`config.mk`:
```
export PLATFORM = sky130hd
export DESIGN_NAME = dcache_port_arbiter_flat
export DESIGN_NICKNAME = d
export VERILOG_FILES = /design/src/rtl/dcache_port_arbiter_pkg.sv /design/src/rtl/dcache_port_arbiter_if.sv /design/src/rtl/dcache_port_arbiter.sv /design/src/flat_wrapper.sv
export SDC_FILE = /design/constraint.sdc
export NUM_CORES = 1
export LEC_CHECK = 0
export ABC_AREA = 1
export ABC_CLOCK_PERIOD_IN_PS = 2850
export CORE_AREA = 2 2 98 100
export CTS_CLUSTER_SIZE = 24
export DETAILED_ROUTE_END_ITERATION = 8
export DIE_AREA = 0 0 100 102
export PLACE_DENSITY_LB_ADDON = 0.12
export SETUP_SLACK_MARGIN = 0.4
export SYNTH_ARGS = -nofsm -noshare
export SYNTH_HDL_FRONTEND = slang
export SYNTH_SLANG_ARGS = --single-unit
```
`constraint.sdc`:
```
create_clock -name clk -period 2.85 [get_ports clk]
set_clock_uncertainty 0.2 [all_clocks]
set_input_delay 0.855 -clock clk [delete_from_list [all_inputs] [get_ports clk]]
set_output_delay 0.855 -clock clk [all_outputs]
set_load 0.03 [all_outputs]
```
`src/rtl/dcache_port_arbiter_pkg.sv`:
```
// ---------------------------------------------------------------------------
// dcache_port_arbiter_pkg
//   Shared types for the data-cache port arbiter: address/data aliases, the
//   arbiter state encoding, the grant-owner encoding and the width of the
//   load-starvation counter.
// ---------------------------------------------------------------------------
package dcache_port_arbiter_pkg;

  typedef logic [31:0] virt_t;
  typedef logic [31:0] uint32_t;

  typedef enum logic [1:0] {
    ARB_IDLE,
    ARB_LOAD_WAIT,
    ARB_STORE_WAIT
  } Arb_State_t;

  typedef enum logic [1:0] {
    OWN_NONE,
    OWN_LOAD,
    OWN_STORE
  } arb_owner_t;

  localparam int unsigned STARVE_CNT_W = 4;
  localparam logic [STARVE_CNT_W-1:0] STARVE_CNT_MAX = '1;

endpackage

```
`src/rtl/dcache_port_arbiter_if.sv`:
```
// ---------------------------------------------------------------------------
// dcache_port_arbiter_if
//   Bundles the three parties around the arbiter: the AGU load port (ld_*),
//   the store-buffer commit port (st_*) and the single DBus dcache port
//   (dcache_*).
//   modport slave  : the arbiter's view (takes requests, drives the dcache).
//   modport master : the surrounding pipeline/dcache view (mirror image).
// ---------------------------------------------------------------------------
interface dcache_port_arbiter_if;
  import dcache_port_arbiter_pkg::*;

  // Load path
  logic        ld_req;
  logic [2:0]  ld_size;
  virt_t       ld_addr;
  logic        ld_addr_ok;
  logic        ld_data_ok;
  uint32_t     ld_rdata;

  // Store commit path
  logic        st_req;
  logic [3:0]  st_wstrb;
  logic [2:0]  st_size;
  virt_t       st_addr;
  uint32_t     st_wdata;
  logic        st_addr_ok;
  logic        st_data_ok;

  // DBus dcache port
  logic        dcache_req;
  logic        dcache_wr;
  logic [3:0]  dcache_wstrb;
  logic [2:0]  dcache_size;
  virt_t       dcache_addr;
  uint32_t     dcache_wdata;
  logic        dcache_addr_ok;
  logic        dcache_data_ok;
  uint32_t     dcache_rdata;

  modport slave (
    input  ld_req, ld_size, ld_addr,
    output ld_addr_ok, ld_data_ok, ld_rdata,
    input  st_req, st_wstrb, st_size, st_addr, st_wdata,
    output st_addr_ok, st_data_ok,
    output dcache_req, dcache_wr, dcache_wstrb, dcache_size, dcache_addr, dcache_wdata,
    input  dcache_addr_ok, dcache_data_ok, dcache_rdata
  );

  modport master (
    output ld_req, ld_size, ld_addr,
    input  ld_addr_ok, ld_data_ok, ld_rdata,
    output st_req, st_wstrb, st_size, st_addr, st_wdata,
    input  st_addr_ok, st_data_ok,
    input  dcache_req, dcache_wr, dcache_wstrb, dcache_size, dcache_addr, dcache_wdata,
    output dcache_addr_ok, dcache_data_ok, dcache_rdata
  );

endinterface

```
`src/rtl/dcache_port_arbiter.sv`:
```
// ---------------------------------------------------------------------------
// dcache_port_arbiter
//   Shares the single dcache port between the AGU load path and the store
//   buffer commit path. One transaction is outstanding at a time; a grant
//   stays locked until its address handshake, and data_ok is routed back to
//   whichever side owns the outstanding transaction. Loads cancelled by a
//   pipeline flush have their response absorbed. Stores win contention, but
//   after STARVE_LIMIT store grants with a load waiting, one load is forced.
//
//   Ports:
//     clk    clock
//     reset  asynchronous, active-high
//     flush  pipeline flush (cancels load traffic only)
//     bus    dcache_port_arbiter_if.slave: ld_*, st_* and dcache_* signals
// ---------------------------------------------------------------------------
module dcache_port_arbiter
  import dcache_port_arbiter_pkg::*;
#(
  parameter int unsigned STARVE_LIMIT = 4
) (
  input  logic                  clk,
  input  logic                  reset,
  input  logic                  flush,
  dcache_port_arbiter_if.slave  bus
);

  localparam logic [STARVE_CNT_W-1:0] LIMIT = STARVE_CNT_W'(STARVE_LIMIT);

  Arb_State_t              state_q, state_d;
  arb_owner_t              lock_owner_q, lock_owner_d;
  logic                    cancel_q, cancel_d;
  logic [STARVE_CNT_W-1:0] starve_cnt_q, starve_cnt_d;

  arb_owner_t sel;
  logic       force_ld;
  logic       pick_store;
  logic       hs;
  logic       ld_hs;
  logic       st_hs;

  // Requester selection; only meaningful while no transaction is outstanding.
  always_comb begin
    force_ld = (starve_cnt_q == LIMIT) && bus.ld_req;
    sel      = OWN_NONE;
    if (state_q == ARB_IDLE) begin
      case (lock_owner_q)
        OWN_STORE: sel = OWN_STORE;
        // A flush abandons a locked load; the request drops this same cycle.
        OWN_LOAD:  sel = flush ? OWN_NONE : OWN_LOAD;
        default: begin
          if (bus.st_req && !force_ld)    sel = OWN_STORE;
          else if (bus.ld_req && !flush)  sel = OWN_LOAD;
        end
      endcase
    end
  end

  // Payload follows the store side whenever it is the candidate, so an
  // un-granted cycle still shows a stable store address.
  assign pick_store = (sel == OWN_STORE) || ((sel == OWN_NONE) && bus.st_req);

  // The request is gated by reset so every handshake output is quiet while
  // reset is held, even if the requesters keep their lines high.
  assign bus.dcache_req   = !reset && (sel != OWN_NONE);
  assign bus.dcache_wr    = pick_store;
  assign bus.dcache_wstrb = pick_store ? bus.st_wstrb : 4'b0000;
  assign bus.dcache_size  = pick_store ? bus.st_size  : bus.ld_size;
  assign bus.dcache_addr  = pick_store ? bus.st_addr  : bus.ld_addr;
  assign bus.dcache_wdata = pick_store ? bus.st_wdata : 32'h0;

  assign hs    = bus.dcache_req && bus.dcache_addr_ok;
  assign ld_hs = hs && (sel == OWN_LOAD);
  assign st_hs = hs && (sel == OWN_STORE);

  assign bus.ld_addr_ok = ld_hs;
  assign bus.st_addr_ok = st_hs;
  assign bus.ld_data_ok = (state_q == ARB_LOAD_WAIT) && bus.dcache_data_ok && !cancel_q;
  assign bus.st_data_ok = (state_q == ARB_STORE_WAIT) && bus.dcache_data_ok;
  assign bus.ld_rdata   = bus.dcache_rdata;

  always_comb begin
    state_d      = state_q;
    lock_owner_d = lock_owner_q;
    cancel_d     = cancel_q;
    starve_cnt_d = starve_cnt_q;

    case (state_q)
      ARB_IDLE: begin
        // Hold the grant across address-phase stalls.
        lock_owner_d = (bus.dcache_req && !bus.dcache_addr_ok) ? sel : OWN_NONE;
        if (st_hs) begin
          state_d = ARB_STORE_WAIT;
        end else if (ld_hs) begin
          state_d  = ARB_LOAD_WAIT;
          cancel_d = flush;
        end
      end
      ARB_LOAD_WAIT: begin
        // data_ok wins over a simultaneous flush: the data is delivered.
        if (bus.dcache_data_ok) begin
          state_d  = ARB_IDLE;
          cancel_d = 1'b0;
        end else if (flush) begin
          cancel_d = 1'b1;
        end
      end
      ARB_STORE_WAIT: begin
        if (bus.dcache_data_ok) state_d = ARB_IDLE;
      end
      default: state_d = ARB_IDLE;
    endcase

    if (!bus.ld_req || ld_hs) begin
      starve_cnt_d = '0;
    end else if (st_hs && (starve_cnt_q != STARVE_CNT_MAX)) begin
      starve_cnt_d = starve_cnt_q + 1'b1;
    end
  end

  always_ff @(posedge clk or posedge reset) begin
    if (reset) begin
      state_q      <= ARB_IDLE;
      lock_owner_q <= OWN_NONE;
      cancel_q     <= 1'b0;
      starve_cnt_q <= '0;
    end else begin
      state_q      <= state_d;
      lock_owner_q <= lock_owner_d;
      cancel_q     <= cancel_d;
      starve_cnt_q <= starve_cnt_d;
    end
  end

endmodule

```
`src/flat_wrapper.sv`:
```
// flat-port wrapper written by rule: the top's interface ports become plain ports
module dcache_port_arbiter_flat import dcache_port_arbiter_pkg::*;
#(
  parameter int unsigned STARVE_LIMIT = 4
)
  (clk, reset, flush, bus_ld_req, bus_ld_size, bus_ld_addr, bus_ld_addr_ok, bus_ld_data_ok, bus_ld_rdata, bus_st_req, bus_st_wstrb, bus_st_size, bus_st_addr, bus_st_wdata, bus_st_addr_ok, bus_st_data_ok, bus_dcache_req, bus_dcache_wr, bus_dcache_wstrb, bus_dcache_size, bus_dcache_addr, bus_dcache_wdata, bus_dcache_addr_ok, bus_dcache_data_ok, bus_dcache_rdata);
  dcache_port_arbiter_if bus_i ();
  input  logic clk;
  input  logic reset;
  input  logic flush;
  input wire logic [$bits(bus_i.ld_req)-1:0] bus_ld_req;
  input wire logic [$bits(bus_i.ld_size)-1:0] bus_ld_size;
  input wire logic [$bits(bus_i.ld_addr)-1:0] bus_ld_addr;
  output wire logic [$bits(bus_i.ld_addr_ok)-1:0] bus_ld_addr_ok;
  output wire logic [$bits(bus_i.ld_data_ok)-1:0] bus_ld_data_ok;
  output wire logic [$bits(bus_i.ld_rdata)-1:0] bus_ld_rdata;
  input wire logic [$bits(bus_i.st_req)-1:0] bus_st_req;
  input wire logic [$bits(bus_i.st_wstrb)-1:0] bus_st_wstrb;
  input wire logic [$bits(bus_i.st_size)-1:0] bus_st_size;
  input wire logic [$bits(bus_i.st_addr)-1:0] bus_st_addr;
  input wire logic [$bits(bus_i.st_wdata)-1:0] bus_st_wdata;
  output wire logic [$bits(bus_i.st_addr_ok)-1:0] bus_st_addr_ok;
  output wire logic [$bits(bus_i.st_data_ok)-1:0] bus_st_data_ok;
  output wire logic [$bits(bus_i.dcache_req)-1:0] bus_dcache_req;
  output wire logic [$bits(bus_i.dcache_wr)-1:0] bus_dcache_wr;
  output wire logic [$bits(bus_i.dcache_wstrb)-1:0] bus_dcache_wstrb;
  output wire logic [$bits(bus_i.dcache_size)-1:0] bus_dcache_size;
  output wire logic [$bits(bus_i.dcache_addr)-1:0] bus_dcache_addr;
  output wire logic [$bits(bus_i.dcache_wdata)-1:0] bus_dcache_wdata;
  input wire logic [$bits(bus_i.dcache_addr_ok)-1:0] bus_dcache_addr_ok;
  input wire logic [$bits(bus_i.dcache_data_ok)-1:0] bus_dcache_data_ok;
  input wire logic [$bits(bus_i.dcache_rdata)-1:0] bus_dcache_rdata;
  assign bus_i.ld_req = bus_ld_req;
  assign bus_i.ld_size = bus_ld_size;
  assign bus_i.ld_addr = bus_ld_addr;
  assign bus_ld_addr_ok = bus_i.ld_addr_ok;
  assign bus_ld_data_ok = bus_i.ld_data_ok;
  assign bus_ld_rdata = bus_i.ld_rdata;
  assign bus_i.st_req = bus_st_req;
  assign bus_i.st_wstrb = bus_st_wstrb;
  assign bus_i.st_size = bus_st_size;
  assign bus_i.st_addr = bus_st_addr;
  assign bus_i.st_wdata = bus_st_wdata;
  assign bus_st_addr_ok = bus_i.st_addr_ok;
  assign bus_st_data_ok = bus_i.st_data_ok;
  assign bus_dcache_req = bus_i.dcache_req;
  assign bus_dcache_wr = bus_i.dcache_wr;
  assign bus_dcache_wstrb = bus_i.dcache_wstrb;
  assign bus_dcache_size = bus_i.dcache_size;
  assign bus_dcache_addr = bus_i.dcache_addr;
  assign bus_dcache_wdata = bus_i.dcache_wdata;
  assign bus_i.dcache_addr_ok = bus_dcache_addr_ok;
  assign bus_i.dcache_data_ok = bus_dcache_data_ok;
  assign bus_i.dcache_rdata = bus_dcache_rdata;
  dcache_port_arbiter #(.STARVE_LIMIT(STARVE_LIMIT)) u_core (.clk(clk), .reset(reset), .flush(flush), .bus(bus_i));
endmodule
```
==> reports/metrics.cfg <==
[placed_design]
post-place-ws_ps = -828
placed_cell_area_um2 = 4240
place_inst = 613
io_buffer_count = 189
gp_congestion = 0.814
dp_hpwl_mm = 7.06

[drt]
first_pass_iters = 4
vias = 2687
drt_wl_total_mm = 9.57
routedWlPerCell_um = 14.8
vias_per_cell = 4.15
drc_errors = 0
antenna_left = 0
drt_iter0_drc = 35

[layout]
final_cell_mix = clkdlybuf4s50_1 (108), buf_6 (77), nand2_4 (72), inv_1 (50)
drive_gt1_share_pct = 58.6
final_common_cell = clkdlybuf4s50_1
fillers = 774
stdcell_area_um2 = 5430
final_nets = 689
fin_cells = 647
area_delta_synth_final_pct = 222
n_antenna_cell = 0

[power_and_ir_drop]
p_switching_uw = 1580
clock_power_share_pct = 4.6
p_leak_uw = 0.00270
p_sw_share_pct = 47.7
pwr-share-comb_pct = 90.5
p_per_area_nw_per_um2 = 611
pwr-share-seq_pct = 4.9
max-vdd-ir-drop_mv = 0.287
p_int_uw = 1740

[hold_path]
hold_path.class = reg2reg
min-delay-start = u_core.cancel_q
hold_depth = 2
holdPathEnd = u_core.cancel_q

[sta]
fin_crit_sh_pct = 114
rsz0062_at_grt = true
period_minus_slack_ps = 3250
max_freq_mhz = 307
drv_slew = 0
relSlewSlack_pct = 87.7
worst_pin_slew_ps = 184
setup_viol = 75
layout_setup_ws_ps = -403
hold_viol_final = 0

[floorplanning]
dieArea_um2 = 10200
ios = 254
die_h_um = 102
core_um2 = 9110
fp.dieW_um = 100
std_cell_rows = 35
initial_core_util_pct = 18.5

[global_route]
met1_usage_pct = 16.3
grt_max_degree = 19
grt_pass1_vias = 2521
gr-total-overflow = 0
antenna_found_initial = 0
use_met3_pct = 4.86
grt_pass1_wl_mm = 12.5
met2_usage_pct = 30.8
grt_use_total_pct = 15.6
grt.busiest_layer = met2

[clocking]
clkTransAtPathRegs_ps = 50
cts_root_buf = clkbuf_8
tritoncts = built
clockBufferDepth = 2
cts-htree-levels = 1
cts_buffers = 3
clock_latency_ps = 240
cts_sinks = 9

[synth]
synth-seq-cells = 9
synth-simple-area-share_pct = 45.6
synth_fa_ha_area_share_pct = 5.19
synthCells = 319
ys_warn_count = 0
seq_area_frac_synth_pct = 13.4
synth_area_per_cell_um2 = 5.29
ys_types = 23
synth_fp_nets = 471
syn_area_um2 = 1690
synth_compound_area_share_pct = 2.52
synth_top_family_by_area = simple AND/OR/NAND/NOR gates
synthXorXnorAreaFrac_pct = 1.04
muxShareOfSynthArea_pct = 0

[worst_setup_path]
cp_common_cell = or2_4
cp.buffers_inverters = 4
r2r-end = u_core.starve_cnt_q[1]
cp_slowest_cell = dfrtp_1
criticalPathCategory = reg2out
required_ps = 1800
worstPathCellList = inv_2, ha_4, or2_4, nand2_2, a21oi_2, or2_4, nand2_8, buf_4, clkbuf_16, nand2_1, nand2_4, buf_6
r2r_slack_ps = 510
r2r_start = u_core.lock_owner_q[0]
critPathMaxStageDelay_ps = 390
crit_path_max_fanout = 6
cp_top_family = simple AND/OR/NAND/NOR gates
worstSetupStartpoint = u_core.lock_owner_q[0]
start_kind = register
cp-end-kind = primary output
cp_data_arrival_time_ps = 2200
rr_worst_depth = 15

[job]
drv_cap = 0

[run_status]
run_status = finished with violations
violations = setup timing

## timing repair
item / 4_1_cts / 5_1_grt
resized for setup: 154 / 61
cloned: 6 / 4
endpoints found under the setup margin: 85 / 81
hold endpoints to repair: 0 / 0
hold buffers: 0 / 0
setup buffers: 11 / 9
pin swaps: 15 / 20
## power by group through the flow
| stage | logic, µW | clock network, µW | registers, µW |
|---|---|---|---|
| after floorplan | 1390 | 0 | 160 |
| after global placement | 2170 | 0 | 162 |
| after detailed placement | 2180 | 0 | 163 |
| after CTS | 2750 | 155 | 161 |
| after global routing | 3150 | 164 | 164 |
| final | 3010 | 152 | 162 |
## flip-flops by register name, indices dropped and copies added (netlist names)
| name | flops |
|---|---|
| u_core.cancel_q | 1 |
| u_core.lock_owner_q | 2 |
| u_core.starve_cnt_q | 4 |
| u_core.state_q | 2 |
## routing by layer
metal	vias up	share of wire (%)
met2	132	56
li1	1328	-
met5	-	0
met1	1209	33
met4	0	1.9
met3	18	8.7
## per-stage QoR
stage,power [µW],hold WS [ps],util (%),TNS (ps)
6_report,3320,283,59.6,-24620
3_3_place_gp,2330,266,46.6,-60430
5_1_grt,3480,311,59.6,-30580
2_1_floorplan,1550,242,-,-4980
3_5_place_dp,2340,268,46.6,-60120
4_1_cts,3060,280,55.4,-26270
## worst min-delay path, delay by kind of cell, from the launching register on
| kind | cells | cell delay, ps |
|---|---|---|
| flops | 1 | 350 |
| simple gates | 2 | 100 |
## synth_stat cells
| cell type | n | share of area, % |
|---|---|---|
| buf_2 | 4 | 1.2 |
| buf_6 | 3 | 2.0 |
| ha_1 | 7 | 5.2 |
| nand2_4 | 1 | 0.67 |
| o21ai_0 | 1 | 0.30 |
| nand4_2 | 1 | 0.74 |
| nor2_1 | 39 | 8.7 |
| a21oi_1 | 2 | 0.59 |
| or2_2 | 1 | 0.37 |
| nand4_1 | 2 | 0.74 |
| o22ai_1 | 2 | 0.74 |
| nor2_2 | 2 | 0.74 |
| nand2_1 | 136 | 30 |
| inv_1 | 57 | 13 |
| nand2_2 | 1 | 0.37 |
| dfrtp_1 | 9 | 13 |
| buf_4 | 36 | 16 |
| xor2_1 | 2 | 1.0 |
| a21oi_2 | 1 | 0.52 |
| nand3_1 | 9 | 2.7 |
| or2_1 | 1 | 0.37 |
| a31oi_1 | 1 | 0.37 |
| inv_4 | 1 | 0.37 |
## how the worst max path moves through the flow
stage	to	slack [ps]	cells after the start
after CTS	bus_dcache_wdata[13]	-440	11
after global placement	bus_dcache_size[2]	-830	14
after detailed placement	bus_dcache_addr[23]	-830	13
after global routing	bus_dcache_addr[15]	-480	12
after floorplan	bus_dcache_addr[11]	-90	11
final	bus_dcache_addr[15]	-400	12
## kinds of logic after synthesis
| kind of cell | count (synthesis) |
|---|---|
| AND/OR/NAND/NOR | 193 |
| buffers and inverters | 101 |
| flip-flops | 9 |
| AO/OA/AOI/OAI | 7 |
| adder cells (fa/ha/maj) | 7 |
| XOR/XNOR | 2 |
## area by class of cell
cell class	count	area, µm²	share of cell area [%]
Timing Repair Buffer	255	2890	53.2
Multi-Input combinational cell	210	1890	34.9
Tap cell	111	139	2.56
Clock buffer	4	45.0	0.829
Inverter	58	238	4.38
Sequential cell	9	225	4.15
(Power assumes the default switching activity.)
